$ cat config.mk
export PLATFORM = sky130hd
export DESIGN_NAME = ekf_stage_sequencer
export DESIGN_NICKNAME = d
export VERILOG_FILES = /design/src/rtl/ekf_stage_sequencer.sv
export SDC_FILE = /design/constraint.sdc
export NUM_CORES = 2
export LEC_CHECK = 0
export ABC_AREA = 1
export CORE_ASPECT_RATIO = 1.1
export CORE_UTILIZATION = 25
export DETAILED_ROUTE_END_ITERATION = 10
export PLACE_DENSITY = 0.44
export SETUP_SLACK_MARGIN = 0.4
export SYNTH_ARGS = -nofsm -noshare
export SYNTH_HDL_FRONTEND = slang
export SYNTH_SLANG_ARGS = --single-unit
$ cat constraint.sdc
create_clock -name clk -period 8.9 [get_ports clk]
set_input_delay 1.335 -clock clk [delete_from_list [all_inputs] [get_ports clk]]
set_output_delay 1.335 -clock clk [all_outputs]
set_load 0.01 [all_outputs]
$ cat src/rtl/ekf_stage_sequencer.sv
// Stage sequencer for the EKF-SLAM Top: buffers one observation frame, issues PRD per odometry
// beat until the timestamps line up, then NEW/ASSOC once per buffered feature.
module ekf_stage_sequencer #(
  parameter int RSA_DW   = 32,
  parameter int TS_DW    = 32,
  parameter int MAX_FEAT = 20,
  parameter int FEAT_AW  = 5,
  parameter int SYNC_WIN = 20,
  parameter int VAL_HOLD = 2
) (
  input  logic              clk,
  input  logic              sys_rst,
  input  logic              start,
  input  logic              abort,
  input  logic [15:0]       frame_max,
  input  logic              odo_valid,
  output logic              odo_ready,
  input  logic [RSA_DW-1:0] odo_vlr,
  input  logic [RSA_DW-1:0] odo_alpha,
  input  logic [TS_DW-1:0]  odo_time,
  input  logic              obs_valid,
  output logic              obs_ready,
  input  logic [RSA_DW-1:0] obs_rk,
  input  logic [RSA_DW-1:0] obs_phi,
  input  logic [TS_DW-1:0]  obs_time,
  input  logic              obs_last,
  input  logic              obs_nofeat,
  output logic [2:0]        stage_val,
  output logic [RSA_DW-1:0] vlr,
  output logic [RSA_DW-1:0] alpha,
  output logic [RSA_DW-1:0] rk,
  output logic [RSA_DW-1:0] phi,
  input  logic              stage_rdy,
  output logic              busy,
  output logic              done,
  output logic              init_done,
  output logic              ovf_err
);

  localparam int HOLD_W = (VAL_HOLD > 1) ? $clog2(VAL_HOLD) : 1;

  typedef enum logic [3:0] {
    S_IDLE,
    S_LOAD_OBS,
    S_FETCH_ODO,
    S_ISSUE_PRD,
    S_WAIT_PRD,
    S_CHECK,
    S_ISSUE_FEAT,
    S_WAIT_FEAT,
    S_DONE
  } state_t;

  typedef logic signed [TS_DW:0] ts_diff_t;
  localparam ts_diff_t SYNC_WIN_S = ts_diff_t'(SYNC_WIN);

  state_t            r_state;
  state_t            w_next;
  logic [HOLD_W-1:0] r_hold;
  logic [FEAT_AW-1:0] r_feat_cnt;
  logic [FEAT_AW-1:0] r_feat_idx;
  logic              r_first_beat;
  logic [TS_DW-1:0]  r_obs_time;
  logic [TS_DW-1:0]  r_odo_time;
  logic [RSA_DW-1:0] r_vlr;
  logic [RSA_DW-1:0] r_alpha;
  logic [RSA_DW-1:0] r_rk;
  logic [RSA_DW-1:0] r_phi;
  logic              r_init_pend;
  logic              r_init_done;
  logic              r_ovf_err;
  logic [15:0]       r_frame_cnt;
  logic [RSA_DW-1:0] r_buf_rk  [MAX_FEAT];
  logic [RSA_DW-1:0] r_buf_phi [MAX_FEAT];

  logic              w_odo_fire;
  logic              w_obs_fire;
  logic              w_issue;
  logic              w_hold_end;
  ts_diff_t          w_diff;
  logic              w_match;
  logic [15:0]       w_frame_nxt;
  logic              w_budget_hit;
  logic [FEAT_AW-1:0] w_idx_nxt;
  logic [FEAT_AW-1:0] w_rd_idx;
  logic              w_last_feat;
  logic              w_buf_full;
  logic              w_store;
  logic              w_feat_done;
  logic              w_enter_load;
  logic              w_load_feat;

  // Handshakes drop the moment abort rises so no beat is taken on the abort cycle.
  assign odo_ready  = (r_state == S_FETCH_ODO) && !abort;
  assign obs_ready  = (r_state == S_LOAD_OBS) && !abort;
  assign w_odo_fire = odo_valid && odo_ready;
  assign w_obs_fire = obs_valid && obs_ready;

  assign w_issue    = (r_state == S_ISSUE_PRD) || (r_state == S_ISSUE_FEAT);
  assign w_hold_end = (r_hold == HOLD_W'(VAL_HOLD - 1));

  // One extra bit so an observation older than the odometry comes out negative and matches.
  assign w_diff  = ts_diff_t'({1'b0, r_obs_time} - {1'b0, r_odo_time});
  assign w_match = (w_diff <= SYNC_WIN_S);

  assign w_frame_nxt  = r_frame_cnt + 16'd1;
  assign w_budget_hit = (frame_max != 16'd0) && (w_frame_nxt == frame_max);

  assign w_idx_nxt   = r_feat_idx + FEAT_AW'(1);
  assign w_rd_idx    = (r_state == S_CHECK) ? '0 : w_idx_nxt;
  assign w_last_feat = (w_idx_nxt == r_feat_cnt);
  assign w_buf_full  = (r_feat_cnt == FEAT_AW'(MAX_FEAT));
  assign w_store     = w_obs_fire && !obs_nofeat && !w_buf_full;
  assign w_feat_done = (r_state == S_WAIT_FEAT) && stage_rdy && !abort;

  assign w_enter_load = (w_next == S_LOAD_OBS) && (r_state != S_LOAD_OBS);
  assign w_load_feat  = (w_next == S_ISSUE_FEAT) && (r_state != S_ISSUE_FEAT);

  always_comb begin
    w_next = r_state;
    case (r_state)
      S_IDLE:       if (start) w_next = S_LOAD_OBS;
      S_LOAD_OBS:   if (w_obs_fire && obs_last) w_next = S_FETCH_ODO;
      S_FETCH_ODO:  if (w_odo_fire) w_next = S_ISSUE_PRD;
      S_ISSUE_PRD:  if (w_hold_end) w_next = S_WAIT_PRD;
      S_WAIT_PRD:   if (stage_rdy) w_next = w_budget_hit ? S_DONE : S_CHECK;
      S_CHECK: begin
        if (!w_match)                 w_next = S_FETCH_ODO;
        else if (r_feat_cnt == '0)    w_next = S_LOAD_OBS;
        else                          w_next = S_ISSUE_FEAT;
      end
      S_ISSUE_FEAT: if (w_hold_end) w_next = S_WAIT_FEAT;
      S_WAIT_FEAT:  if (stage_rdy) w_next = w_last_feat ? S_LOAD_OBS : S_ISSUE_FEAT;
      S_DONE:       if (!start) w_next = S_IDLE;
      default:      w_next = S_IDLE;
    endcase
    if (abort) w_next = S_IDLE;
  end

  always_comb begin
    stage_val = 3'd0;
    if (!abort) begin
      if (r_state == S_ISSUE_PRD)  stage_val = 3'd1;
      if (r_state == S_ISSUE_FEAT) stage_val = r_init_pend ? 3'd2 : 3'd4;
    end
  end

  assign busy      = (r_state != S_IDLE) && (r_state != S_DONE);
  assign done      = (r_state == S_DONE);
  assign vlr       = r_vlr;
  assign alpha     = r_alpha;
  assign rk        = r_rk;
  assign phi       = r_phi;
  assign init_done = r_init_done;
  assign ovf_err   = r_ovf_err;

  always_ff @(posedge clk or posedge sys_rst) begin
    if (sys_rst) begin
      r_state      <= S_IDLE;
      r_hold       <= '0;
      r_feat_cnt   <= '0;
      r_feat_idx   <= '0;
      r_first_beat <= 1'b1;
      r_obs_time   <= '0;
      r_odo_time   <= '0;
      r_vlr        <= '0;
      r_alpha      <= '0;
      r_rk         <= '0;
      r_phi        <= '0;
      r_init_pend  <= 1'b1;
      r_init_done  <= 1'b0;
      r_ovf_err    <= 1'b0;
      r_frame_cnt  <= '0;
    end else begin
      r_state <= w_next;

      if (w_issue && !abort && !w_hold_end) r_hold <= r_hold + HOLD_W'(1);
      else                                  r_hold <= '0;

      if (w_enter_load) begin
        r_feat_cnt   <= '0;
        r_first_beat <= 1'b1;
      end else if (w_obs_fire) begin
        r_first_beat <= 1'b0;
        if (r_first_beat) r_obs_time <= obs_time;
        if (!obs_nofeat) begin
          if (w_buf_full) r_ovf_err  <= 1'b1;
          else            r_feat_cnt <= r_feat_cnt + FEAT_AW'(1);
        end
      end

      if (w_odo_fire) begin
        r_vlr      <= odo_vlr;
        r_alpha    <= odo_alpha;
        r_odo_time <= odo_time;
      end

      if (r_state == S_CHECK) r_feat_idx <= '0;
      else if (w_feat_done)   r_feat_idx <= w_idx_nxt;

      // Operands are fetched one cycle ahead so they are stable on the first issue cycle.
      if (w_load_feat) begin
        r_rk  <= r_buf_rk[w_rd_idx];
        r_phi <= r_buf_phi[w_rd_idx];
      end

      if (abort || (r_state == S_DONE && !start)) begin
        r_frame_cnt <= '0;
        r_init_pend <= 1'b1;
      end else begin
        if (r_state == S_WAIT_PRD && stage_rdy) r_frame_cnt <= w_frame_nxt;
        if (w_feat_done && w_last_feat) begin
          r_init_pend <= 1'b0;
          r_init_done <= 1'b1;
        end
      end
    end
  end

  always_ff @(posedge clk) begin
    if (w_store) begin
      r_buf_rk[r_feat_cnt]  <= obs_rk;
      r_buf_phi[r_feat_cnt] <= obs_phi;
    end
  end

endmodule
Word-level counts from Yosys, hierarchy flattened
Memory sizes are Yosys's and may differ from the RTL's. A register that Yosys moved wholly into a read port is not among the register bits.
Cells that the tools add are included.
{ "word_totals": {"regBits": 163, "mem_bits_rw": 1280, "n_memories": 2} }
{ "classes": {"eq_ne": 18, "reduce_logical": 37, "addsub": 5, "bitwise_logic": 3, "order_cmp": 1, "n_mux": 34} }
{ "mem_list": {"columns": ["memory", "depth", "word_bits", "rd", "rd_ports_with_merged_regs", "write_ports", "line_no", "rtl"], "rows": [
  ["r_buf_phi", 20, 32, 1, 1, 1, "74", "logic [RSA_DW-1:0] r_buf_phi [MAX_FEAT];"],
  ["r_buf_rk", 20, 32, 1, 1, 1, "73", "logic [RSA_DW-1:0] r_buf_rk [MAX_FEAT];"]
]} }
{ "op_table": {"columns": ["cell", "n"], "rows": [
  ["$mux W4", 10],
  ["$pmux W4 S9", 1],
  ["$mux W5", 7],
  ["$le A33 B6 Y1 const B", 1],
  ["$sub A32 B32 Y33", 1],
  ["$mux W16", 2],
  ["$eq A4 B3 Y1 const B", 5],
  ["$logic_and A1 B1 Y1", 18],
  ["$mux W3", 6],
  ["$add A16 B1 Y16 const B", 1],
  ["$eq A16 B16 Y1", 1],
  ["$reduce_bool A16 Y1", 1],
  ["$add A5 B1 Y5 const B", 2],
  ["$eq A4 B1 Y1 const B", 2],
  ["$eq A4 B2 Y1 const B", 2],
  ["$mux W1", 8],
  ["$reduce_bool A2 Y1", 4],
  ["$reduce_and A3 Y1", 2],
  ["$eq A5 B5 Y1", 1],
  ["$eq A5 B5 Y1 const B", 1],
  ["$logic_not A1 Y1", 5],
  ["$logic_not A5 Y1", 1],
  ["$eq A4 B4 Y1 const B", 1],
  ["$logic_not A4 Y1", 1],
  ["other kinds (10)", 14]
]} }

Longest topological paths before layout
{ "logic_depth": {"depth_word": 11, "ltp_mapped": 27} }

Least setup slack after synthesis
No wires, ideal clock.
{ "synth_path": {"path_kind": "input-to-reg", "from": "input abort", "to": "memory r_buf_phi[16][0] (enable)", "setup_slack_ns": 1.737, "t_arrival_ns": 6.599, "path_stages": 6, "setup_ns": 0.565, "cell_sequence": "clkbuf_1 nor3_1 nand2_1 nor2_1 inv_1 nor3_1"} }
{ "synth_between": {"elab_chain_cells": 7} }
{ "synth_rtl": {"columns": ["element", "line_no", "rtl"], "rows": [
  ["start: declaration", "14", "input logic abort,"],
  ["$logic_not A1 Y1", "95", "assign obs_ready = (r_state == S_LOAD_OBS) && !abort;"],
  ["$logic_and A1 B1 Y1", "95", null],
  ["named net obs_ready", "22", "output logic obs_ready,"],
  ["$logic_and A1 B1 Y1", "97", "assign w_obs_fire = obs_valid && obs_ready;"],
  ["$logic_and A1 B1 Y1 (2 in series)", "113", "assign w_store = w_obs_fire && !obs_nofeat && !w_buf_full;"],
  ["$mux W1", "221", "if (w_store) begin"],
  ["$mux W1 (implied by the code)", "223", "r_buf_phi[r_feat_cnt] <= obs_phi;"],
  ["end: declaration", "74", null]
]} }
The timed path passes the listed nets, and every way through them passes these cells.

Worst setup path in the final report
{ "layout_path": {"from": "input abort", "to": "memory r_buf_rk[17][16] (enable)"} }
{ "layout_between": {"elab_chain_cells": 7} }
{ "layout_rtl": {"columns": ["element", "line_no", "rtl"], "rows": [
  ["$logic_not A1 Y1", "95", null],
  ["$logic_and A1 B1 Y1", "95", null],
  ["$logic_and A1 B1 Y1", "97", null],
  ["$logic_and A1 B1 Y1 (2 in series)", "113", null],
  ["$mux W1", "221", null],
  ["$mux W1 (implied by the code)", "222", "r_buf_rk[r_feat_cnt] <= obs_rk;"],
  ["end: declaration", "73", null]
]} }
Every way passes these cells.

==> metrics.log <==
[metrics] final clock period utilization by the worst path: 0.540
[metrics] global-route congestion overflow total: 0
[metrics] area occupied by multi-input gates: 16400 µm²
[metrics] number of clock sinks: 1507
[metrics] maximum resistive drop on vdd: 0.172 mV
[metrics] number of enable-type register cells in the synthesized netlist: 1280
[metrics] share of total power in sequential cells: 0.450
[metrics] Async S/R FF share, synth: 0.151
[metrics] required time of the critical path: between 9000 and 10000 ps
[metrics] Synth Cell Area: roughly 63000 µm²
[metrics] number of I/O port buffers: around 350
[metrics] Post-Synthesis Cells: 5232
[metrics] Filler Cells Inserted: 25416
[metrics] initial antenna violation count: 25
[metrics] root buf cell: clkbuf_16
[metrics] family of cells with the greatest summed delay on the critical path: simple AND/OR/NAND/NOR gates
[metrics] global routing usage on met3: 0.0314
[metrics] slew at the pin closest to its max-slew limit: 1100 ps
[metrics] category of the worst setup path capture point: register
[metrics] number of flip-flops and latches in the synthesized netlist: 1507
[metrics] Setup violations, final: 0
[metrics] final clock skew: about 25 ps
[metrics] worst slew margin relative to its limit: 0.265
[metrics] HPWL after detailed placement: 115000 µm
[metrics] wire length after detailed routing: approximately 200000 µm
[metrics] largest net degree at the start of global routing: 168
[metrics] kind of critical path: in2reg
[metrics] Internal Pwr Total: around 13000 µW
[metrics] CTS Buf Count: roughly 170
[metrics] maxcap violations: 0
[metrics] top flip-flop cell by instance count after synthesis: edfxtp_1
[metrics] Net Switching: 5100 µW
[metrics] count of TritonRoute iterations in the first routing pass: 5
[metrics] Resized cells post-CTS: 0
[metrics] Max Root-Sink Buffers: 3
[metrics] Mapped Avg Cell Area: 12.0 µm²
[metrics] Final Critical Period: slightly below 5000 ps
[metrics] global routing usage on met2: 0.253
[metrics] global placer's final weighted congestion: 0.840
[metrics] area growth from synthesis to layout: 19.7%
[metrics] global-route wire length before repair: 293000 µm
[metrics] H-tree levels: 4
[metrics] number of placement rows: 192
[metrics] static leakage: between 0.02 and 0.03 µW
[metrics] Die X-Extent: 479 µm
[metrics] number of hold violations in the final report: 0
[metrics] post-layout instance count excluding filler cells: 8946
[metrics] outcome: completed
[metrics] worst-path cell chain: clkdlybuf4s50_1 > nor3_1 > nand2_1 > nor2_1 > nand2_1 > inv_1 > nand2_1 > nor2_4 > buf_4
[metrics] unrepaired setup endpoints after global routing: false
[metrics] FMAX: around 210 MHz
[metrics] Yosys warnings: 0
[metrics] wire length per cell: roughly 23 µm
[metrics] routing layer with the top usage in global route: met2
[metrics] Iter 0 DRT Violations: about 3400
[metrics] Top cell by count, worst path: nand2_1
[metrics] final slew viol count: 0
[metrics] Std-Cell Core Area: 249000 µm²
[metrics] library cells used by synthesis: 46
[metrics] clock-pin transition on the worst setup and hold timing paths: 70 ps
[metrics] library cell contributing the largest single delay on the critical path: buf_4
[metrics] Initial Utilization: 0.251
[metrics] post-detailed-route DRC marker count: 0
[metrics] count of boundary I/O pins: around 350
[metrics] met1 layer usage reported by global route: 0.210
[metrics] gr usage total: 0.157
[metrics] Clock Latency Late Sink: 810 ps
[metrics] Buf/Inv on CP: 3
[metrics] Power Density: ~240 nW/µm²
[metrics] fraction of layout cells with a size suffix above 1: 0.0786
[metrics] die outline area: 252000 µm²
[metrics] CTS tree: done
[metrics] die extent in y: 527 µm
[metrics] number of vias after detailed routing: 41949
[metrics] Worst path max stage delay: 900 ps
[metrics] Hold-fix buffers, CTS: 0
[metrics] part of the power in the clock network: 0.375
[metrics] post-synthesis sequential area ratio: 0.705
[metrics] final-layout setup total negative slack: 0 ps
[metrics] Cell Count Post-Placement: 8631
[metrics] arrival time of the worst setup path: 5220 ps
[metrics] vias in the first global route: between 40000 and 50000
[metrics] worst min-delay path class: reg2reg
[metrics] Detail Route Antenna Nets: 0
[metrics] Sw Ratio: 0.286
[metrics] register area: between 40000 and 50000 µm²
[metrics] number of nets in the synthesized netlist: 5487
[metrics] Gate power share: 0.175
[metrics] Post-layout nets: between 5000 and 6000
[metrics] Post-CTS Repair Setup Buffers: 0
[metrics] detail-routed via count per cell: about 4.7
[metrics] biggest fanout along the worst timing path: 46
[metrics] nature of the critical path startpoint: primary input
worst register-to-register path, stage by stage, from the launching register on:
cell     delay (ps)
dfrtp_1         370
ha_1            450
nand2_1         200
inv_2            90
nand2_1         120
nor2_2          230
nand4_1         250
nand4_1         160
nand2_1          90
nor2_1          110
nand2_1          60
nor2_1          120
nand3_1         100
nand3_2         100
nand2_1          80
nand2_1          80
nand2_2          70
nor2_4          120
buf_4           550
nand2_4         710
nand2_1         360
nand2_1          80
path summary, 6_finish.rpt:
path / slack [ps] / end / depth (start not counted) / start
max: 4090 / r_buf_rk[17][16] / 9 / abort
min: 450 / r_hold / 1 / r_hold
max reg2reg: 4290 / rk[29] / 21 / r_obs_time[13]
min reg2reg: 450 / r_hold / 1 / r_hold
max in group asynchronous: 5930 / rk[29] / 4 / sys_rst
min in group asynchronous: 1060 / alpha[15] / 2 / sys_rst
logic make-up (layout without fill, tap and decap cells):
family / count (synthesis) / count (layout) / share of synthesized area
AO/OA/AOI/OAI: 1153 / 1153 / 0.112
flip-flops: 1507 / 1507 / 0.705
AND/OR/NAND/NOR: 1923 / 1923 / 0.131
adder cells (fa/ha/maj): 38 / 38 / 0.00760
multiplexers: 32 / 32 / 0.00576
buffers and inverters: 559 / 965 / 0.0368
other: 0 / 10 / 0
XOR/XNOR: 20 / 20 / 0.00280
cells in the final DEF (no fill, tap or decap), drive strengths merged, types with 3 or more instances in the layout:
| master | instances |
|---|---|
| a21o | 15 |
| a21oi | 42 |
| a31oi | 50 |
| and2 | 9 |
| and3b | 36 |
| buf | 63 |
| bufinv | 7 |
| clkbuf | 226 |
| clkdlybuf4s50 | 353 |
| clkinv | 67 |
| dfrtp | 225 |
| diode | 10 |
| edfxtp | 1280 |
| ha | 38 |
| inv | 247 |
| mux2 | 32 |
| nand2 | 747 |
| nand3 | 202 |
| nand3b | 5 |
| nand4 | 23 |
| nor2 | 868 |
| nor3 | 31 |
| o211a | 26 |
| o211ai | 39 |
| o21ai | 692 |
| o221ai | 194 |
| o22ai | 90 |
| xnor2 | 3 |
| xor2 | 17 |
stage by stage:
| step | instance area (µm²) | hold WS (ps) | total power (µW) | worst slack [ps] | utilization |
|---|---|---|---|---|---|
| after floorplan | 62600 | 404 | 10100 | 1350 | - |
| after global placement | 69700 | 424 | 11300 | 3300 | 0.280 |
| after detailed placement | 69700 | 433 | 11300 | 3160 | 0.280 |
| after CTS | 74900 | 453 | 18000 | 4020 | 0.301 |
| after global routing | 74900 | 470 | 18600 | 3780 | 0.301 |
| final | 74900 | 447 | 17800 | 4090 | 0.301 |
routing by layer:
metal	up-vias	wire length [µm]	part of all wire
li1	19367	-	-
met1	21075	90500	0.45
met2	1209	94500	0.47
met3	282	12200	0.060
met4	16	5490	0.027
met5	-	89	0.00044
registers in the layout, indices dropped and copies added (netlist names), 4 cells and up:
name	cells
r_frame_cnt	16
r_buf_phi	640
r_state	4
r_obs_time	32
vlr	32
r_feat_idx	5
rk	32
r_buf_rk	640
phi	32
r_feat_cnt	5
r_odo_time	32
alpha	32
cells in the mapped netlist, drive strengths merged, types with 42 or more instances:
master / instances / area, µm²
clkbuf: 245 / 920
o21ai: 692 / 3470
a21oi: 42 / 233
inv: 244 / 916
a31oi: 50 / 313
nand2: 747 / 2830
nand3: 202 / 1310
dfrtp: 225 / 5630
o22ai: 90 / 563
nor2: 868 / 3290
buf: 70 / 465
o221ai: 194 / 1700
edfxtp: 1280 / 38400
cell type report:
cell class,instances,area share
Multi-Input combinational cell,3166,0.218
Timing Repair Buffer,416,0.0551
Antenna cell,10,0.000334
Clock buffer,226,0.0598
Tap cell,3298,0.0551
Clock inverter,79,0.00972
Inverter,244,0.0127
Sequential cell,1507,0.589
power groups by stage:
stage | sequential (µW) | clock (µW) | combinational (µW)
6_report | 8010 | 6670 | 3120
2_1_floorplan | 8160 | 0 | 1900
5_1_grt | 8030 | 7110 | 3480
4_1_cts | 8010 | 6880 | 3160
3_3_place_gp | 8150 | 0 | 3130
3_5_place_dp | 8160 | 0 | 3140
Power figures use the tool's default switching activity.
